### config.mk
export PLATFORM = sky130hd
export DESIGN_NAME = spike_detect_ctrl
export DESIGN_NICKNAME = d
export VERILOG_FILES = /design/src/rtl/operators_pkg.sv /design/src/rtl/thr_calc.sv /design/src/rtl/spike_detect_ctrl.sv
export SDC_FILE = /design/constraint.sdc
export NUM_CORES = 1
export LEC_CHECK = 0
export CAP_MARGIN = 20
export CORE_ASPECT_RATIO = 0.6
export CORE_UTILIZATION = 31
export DETAILED_ROUTE_END_ITERATION = 10
export PLACE_DENSITY_LB_ADDON = 0.12
export SLEW_MARGIN = 10
export SYNTH_ARGS = -nofsm -noshare
export SYNTH_HDL_FRONTEND = slang
export SYNTH_SLANG_ARGS = --single-unit
### constraint.sdc
create_clock -name clk -period 15.3 [get_ports clk]
set_input_delay 3.06 -clock clk [delete_from_list [all_inputs] [get_ports clk]]
set_output_delay 3.06 -clock clk [all_outputs]
set_load 0.05 [all_outputs]
### src/rtl/operators_pkg.sv
// operators_pkg: shared state and operator-select encodings for the spike-detect path
package operators_pkg;
    typedef enum logic [1:0] {
        ST_IDLE    = 2'd0,
        ST_CALIB   = 2'd1,
        ST_DETECT  = 2'd2,
        ST_REFRACT = 2'd3
    } state_t;
    typedef enum logic [1:0] {
        OP_TKEO = 2'd0,
        OP_ED   = 2'd1,
        OP_ASO  = 2'd2,
        OP_ADO  = 2'd3
    } op_sel_t;
endpackage

### src/rtl/thr_calc.sv
// thr_calc: window accumulator producing a saturated, zero-floored mean*mult threshold
module thr_calc #(
    parameter int OUT_BITS = 29,
    parameter int CAL_LOG2 = 8
) (
    input  logic                clk,
    input  logic                rst_n,
    input  logic                clr,
    input  logic                en,
    input  logic [OUT_BITS-1:0] x,
    input  logic [3:0]          mult,
    output logic                done,
    output logic [OUT_BITS-1:0] threshold
);
    localparam logic [OUT_BITS-1:0] MAX = '1;
    localparam logic [OUT_BITS-1:0] ONE = {{(OUT_BITS-1){1'b0}}, 1'b1};
    logic [OUT_BITS+CAL_LOG2-1:0] acc, acc_nxt;
    logic [CAL_LOG2-1:0]          cnt;
    logic [OUT_BITS-1:0]          mean, thr_nxt;
    logic [OUT_BITS+3:0]          prod;
    // the last sample is folded in before the shift so the mean covers the full window
    always_comb begin
        acc_nxt = acc + {{CAL_LOG2{1'b0}}, x};
        mean    = acc_nxt[OUT_BITS+CAL_LOG2-1:CAL_LOG2];
        prod    = {4'b0, mean} * {{OUT_BITS{1'b0}}, mult};
        thr_nxt = (mult == 4'd0 || |prod[OUT_BITS+3:OUT_BITS]) ? MAX :
                  (prod[OUT_BITS-1:0] == '0) ? ONE : prod[OUT_BITS-1:0];
        done    = en && &cnt;
    end
    always_ff @(posedge clk or negedge rst_n) begin
        if (!rst_n) begin
            acc       <= '0;
            cnt       <= '0;
            threshold <= MAX;
        end else if (clr) begin
            acc <= '0;
            cnt <= '0;
        end else if (en) begin
            acc <= done ? '0 : acc_nxt;
            cnt <= cnt + 1'b1;
            if (done) threshold <= thr_nxt;
        end
    end
endmodule

### src/rtl/spike_detect_ctrl.sv
// spike_detect_ctrl: operator select, threshold calibration, crossing detect and refractory sequencing
module spike_detect_ctrl
    import operators_pkg::*;
#(
    parameter int OUT_BITS = 29,
    parameter int CAL_LOG2 = 8,
    parameter int REFRACT  = 16
) (
    input  logic                clk,
    input  logic                rst_n,
    input  logic                sample_valid,
    input  logic                start,
    input  logic                stop,
    input  logic [1:0]          op_sel,
    input  logic [3:0]          thr_mult,
    input  logic [OUT_BITS-1:0] tkeo_in,
    input  logic [OUT_BITS-1:0] ed_in,
    input  logic [15:0]         aso_in,
    input  logic [15:0]         ado_in,
    output logic                spike,
    output logic [OUT_BITS-1:0] threshold,
    output logic [1:0]          state,
    output logic [15:0]         spike_count
);
    localparam int RW = $clog2(REFRACT + 1);
    localparam logic [RW-1:0] RLAST = RW'(REFRACT - 1);
    state_t              st, st_nxt;
    op_sel_t             op_q;
    logic [3:0]          mult_q;
    logic [OUT_BITS-1:0] x;
    logic [RW-1:0]       rcnt;
    logic                go, quiet, cal_en, cal_done, hit, rdone;
    // start/stop own their cycle: a coincident sample is neither accumulated nor compared
    always_comb begin
        go     = start && !stop;
        quiet  = sample_valid && !start && !stop;
        x      = op_q == OP_TKEO ? tkeo_in : op_q == OP_ED ? ed_in :
                 {{(OUT_BITS-16){1'b0}}, op_q == OP_ASO ? aso_in : ado_in};
        cal_en = quiet && st == ST_CALIB;
        hit    = quiet && st == ST_DETECT && x > threshold;
        rdone  = quiet && st == ST_REFRACT && rcnt == RLAST;
        st_nxt = stop ? ST_IDLE : start ? ST_CALIB : cal_done ? ST_DETECT :
                 hit ? ST_REFRACT : rdone ? ST_DETECT : st;
        state  = st;
    end
    always_ff @(posedge clk or negedge rst_n) begin
        if (!rst_n) st <= ST_IDLE;
        else        st <= st_nxt;
    end
    always_ff @(posedge clk or negedge rst_n) begin
        if (!rst_n) begin
            op_q        <= OP_TKEO;
            mult_q      <= '0;
            rcnt        <= '0;
            spike       <= 1'b0;
            spike_count <= '0;
        end else begin
            spike <= hit;
            rcnt  <= hit ? '0 : (quiet && st == ST_REFRACT) ? rcnt + 1'b1 : rcnt;
            if (go) begin
                op_q        <= op_sel_t'(op_sel);
                mult_q      <= thr_mult;
                spike_count <= '0;
            end else if (hit) begin
                spike_count <= spike_count + 16'd1;
            end
        end
    end
    thr_calc #(.OUT_BITS(OUT_BITS), .CAL_LOG2(CAL_LOG2)) u_thr (
        .clk       (clk),
        .rst_n     (rst_n),
        .clr       (go),
        .en        (cal_en),
        .x         (x),
        .mult      (mult_q),
        .done      (cal_done),
        .threshold (threshold)
    );
endmodule
==> results_dict.tcl <==
set metrics [dict create \
    status "finished clean" \
    ys_types 89 \
    cts_tree "built" \
    cpMostUsedCell "fa_1" \
    dp_hpwl_microns 30000 \
    avgSynthCellArea_sq_um 8.96 \
    tightest_slew_ns 0.933 \
    die-area_sq_um 37200 \
    drv_slew 0 \
    ys_async_sr_fraction 1.00 \
    dpl-instance-area_sq_um 13200 \
    hp-class "register to register" \
    period_share 0.718 \
    cts.repair.resized 0 \
    grt_overflow 0 \
    required_ns 15.58 \
    clkTransAtPathRegs_ns 0.08 \
    cap_violations 0 \
    use_met2 0.292 \
    p_sw_frac 0.469 \
    yosysSeqAreaShare 0.234 \
    grt_max_degree 68 \
    finalSetupTns_ns 0 \
    io_pins 149 \
    routed_wl_microns 37600 \
    rsz0062_at_grt "no" \
    grt_most_used_layer "met1" \
    min_period_ns 10.99 \
    grt_pass1_vias 9425 \
    yosys_warnings 0 \
    peakVddDrop_v 0.0000593 \
    pwr-share-comb 0.580 \
    fp.dieW_microns 248 \
    rows 53 \
    pwr-share-clk 0.192 \
    cts_max_path_buffers 2 \
    cts_made_buffers 9 \
    antenna_cells 0 \
    worstSetupPathType "input pin to register" \
    gp_congestion 0.893 \
    dp.cells 1833 \
    yosys_register_bits 104 \
    max_freq_ghz 0.0910 \
    postCtsSetupRepairBufs 0 \
    slew_headroom 0.378 \
    fillers 3664 \
    postRouteAntennaNets 0 \
    total_power_mw 1.30 \
    internal_power_mw 0.691 \
    leakage_nw 6.25 \
    seq_power_share 0.229 \
    nets 1636 \
    grt_pass1_wl_microns 58200 \
    clk_latency_ns 0.39 \
    grtUsageMet1 0.331 \
    worst_path_max_delay_cell "nor4b_4" \
    grt_use_met3 0.0308 \
    area_growth_syn_to_layout_pct 19.8 \
    critPathCaptureType "register" \
    core-area_sq_um 35400 \
    p_per_area_nw_per_um2 96.3 \
    cts_hold_buf 0 \
    cp_max_fo 15 \
    grt_usage 0.207 \
    finalSetupViolCount 0 \
    finalHoldViolations 0 \
    cts.sinks 104 \
    slowest_delay_ns 0.78 \
    start_util 0.319 \
    die_y_microns 150 \
    syn_inst 1259 \
    utilization 0.382 \
    io_buffers 148 \
    cts-root-buf "clkbuf_16" \
    finClkSkew_ns 0.0151 \
    p_switching_mw 0.612 \
    drc 0 \
    htree_num_levels 3 \
    drt-pass1-iter-count 7 \
    synth.net_count 1518 \
    antenna_found_initial 0 \
    startpoint_type "input pin" \
    viasPerCell 5.34 \
    stdcell_count 1849 \
    syn-cell-area_sq_um 11300 \
    synth_edf_count 0 \
    critPathArrivalTime_ns 11.27 \
    vias 9880 \
    wire_per_inst_microns 20.4 \
    fin_area_sq_um 13500 \
    synth_ff_type "dfrtp_1" \
    drive_gt1_frac 0.0868 \
    drt_iter0_markers 807 \
]
[final timing paths]
path	startpoint	to	slack [ns]	depth (start not counted)
setup / recovery	ado_in[0]	u_thr.threshold[8]$_DFFE_PN1P_	4.31	28
min in group asynchronous	rst_n	u_thr.acc[14]$_DFFE_PN0P_	2.67	1
hold / removal	u_thr.acc[3]$_DFFE_PN0P_	u_thr.acc[3]$_DFFE_PN0P_	0.51	2
hold reg to reg	u_thr.acc[3]$_DFFE_PN0P_	u_thr.acc[3]$_DFFE_PN0P_	0.51	2
max in group asynchronous	rst_n	mult_q[2]$_DFFE_PN0P_	11.28	2
setup reg to reg	op_q[1]$_DFFE_PN0P_	u_thr.threshold[8]$_DFFE_PN1P_	6.41	28
[per-layer routing]
metal	wire, microns	share of wire	vias to the layer above
li1	-	-	4756
met2	15400	0.41	237
met3	1880	0.050	16
met4	213	0.0057	0
met5	0	0	-
met1	20100	0.53	4871
[cells by family after synthesis]
kind of cell	share of synthesized area
and+or+nand+nor	0.202
buffers and inverters	0.0508
AOI/OAI and AO/OA	0.207
muxes	0.0471
xor gates and xnor gates	0.0473
DFF	0.234
adders and majority gates	0.212
[power by group through the flow]
stage / registers [mW] / logic, mW / clock network (mW)
floorplan: 0.295 / 0.539 / 0
global placement: 0.304 / 0.747 / 0
detailed placement: 0.303 / 0.745 / 0
CTS: 0.298 / 0.751 / 0.258
global route: 0.300 / 0.836 / 0.269
finish: 0.298 / 0.755 / 0.250
[layout by cell type, fill, tap and decap left out, types with 27 or more instances in the layout]
cell type,count
a21o_1,35
a21oi_1,68
a22oi_1,28
and2_1,84
clkdlybuf4s50_1,147
dfrtp_1,74
dfstp_2,29
fa_1,55
ha_1,103
inv_1,91
nand2_1,110
nand3_1,27
nor2_1,75
o21ai_0,49
xnor2_1,39
[cell usage after synthesis, types with 4 or more instances]
cell type,instances,share of area
mux2i_1,16,0.014
nand4_1,24,0.013
a22o_1,23,0.018
o41ai_1,4,0.0031
nand2_1,110,0.037
a21oi_1,68,0.030
a31o_2,6,0.0047
buf_4,4,0.0027
dfstp_2,29,0.068
a21o_1,35,0.023
buf_2,5,0.0022
o211ai_1,20,0.013
inv_1,91,0.030
and3_1,10,0.0055
ha_1,103,0.11
xor2_1,22,0.017
and2_1,84,0.047
a22oi_1,28,0.019
nand3_1,27,0.012
o21ai_0,49,0.022
nor4_1,4,0.0022
o21a_1,13,0.0086
or3_1,15,0.0083
or4_1,10,0.0067
o2111ai_1,7,0.0054
clkbuf_1,40,0.013
o21bai_1,6,0.0040
a21boi_0,5,0.0033
nor3_1,24,0.011
a211oi_1,7,0.0047
mux4_2,16,0.032
nor2b_1,15,0.0083
or2_2,8,0.0044
nand2b_1,6,0.0033
a31oi_1,8,0.0044
o21ai_1,6,0.0027
fa_1,55,0.098
dfrtp_1,75,0.17
nor2_1,77,0.026
xnor2_1,39,0.030
[worst max-delay path, delay by kind of cell]
kind            cells  cell delay, ns
simple gates        3            1.13
compound gates     13            3.29
buf+inv             4            0.87
xor+xnor            2            0.31
mux                 1            0.49
fa+ha+maj           5            2.09
[area by class of cell]
| class | count | area, sq um | area share |
|---|---|---|---|
| multi-input combinational | 1010 | 8080 | 0.597 |
| inverter | 92 | 345 | 0.0255 |
| tap | 467 | 584 | 0.0432 |
| timing repair buffer | 160 | 1570 | 0.116 |
| clock buffer | 9 | 225 | 0.0167 |
| sequential | 104 | 2640 | 0.195 |
| clock inverter | 7 | 81.3 | 0.00601 |
[flip-flops by register name (all words and copies together) (netlist names)]
signal / flops
spike_count: 16
u_thr.threshold: 29
spike: 1
mult_q: 4
rcnt: 5
state: 2
op_q: 2
u_thr.cnt: 8
u_thr.acc: 37
[stage by stage]
step / setup slack (ns) / hold slack, ns
after global placement: 4.07 / 0.478
after global routing: 3.94 / 0.534
after CTS: 4.47 / 0.515
after detailed placement: 4.07 / 0.496
final: 4.31 / 0.511
after floorplan: 5.98 / 0.456
Power figures use the tool's default switching activity.
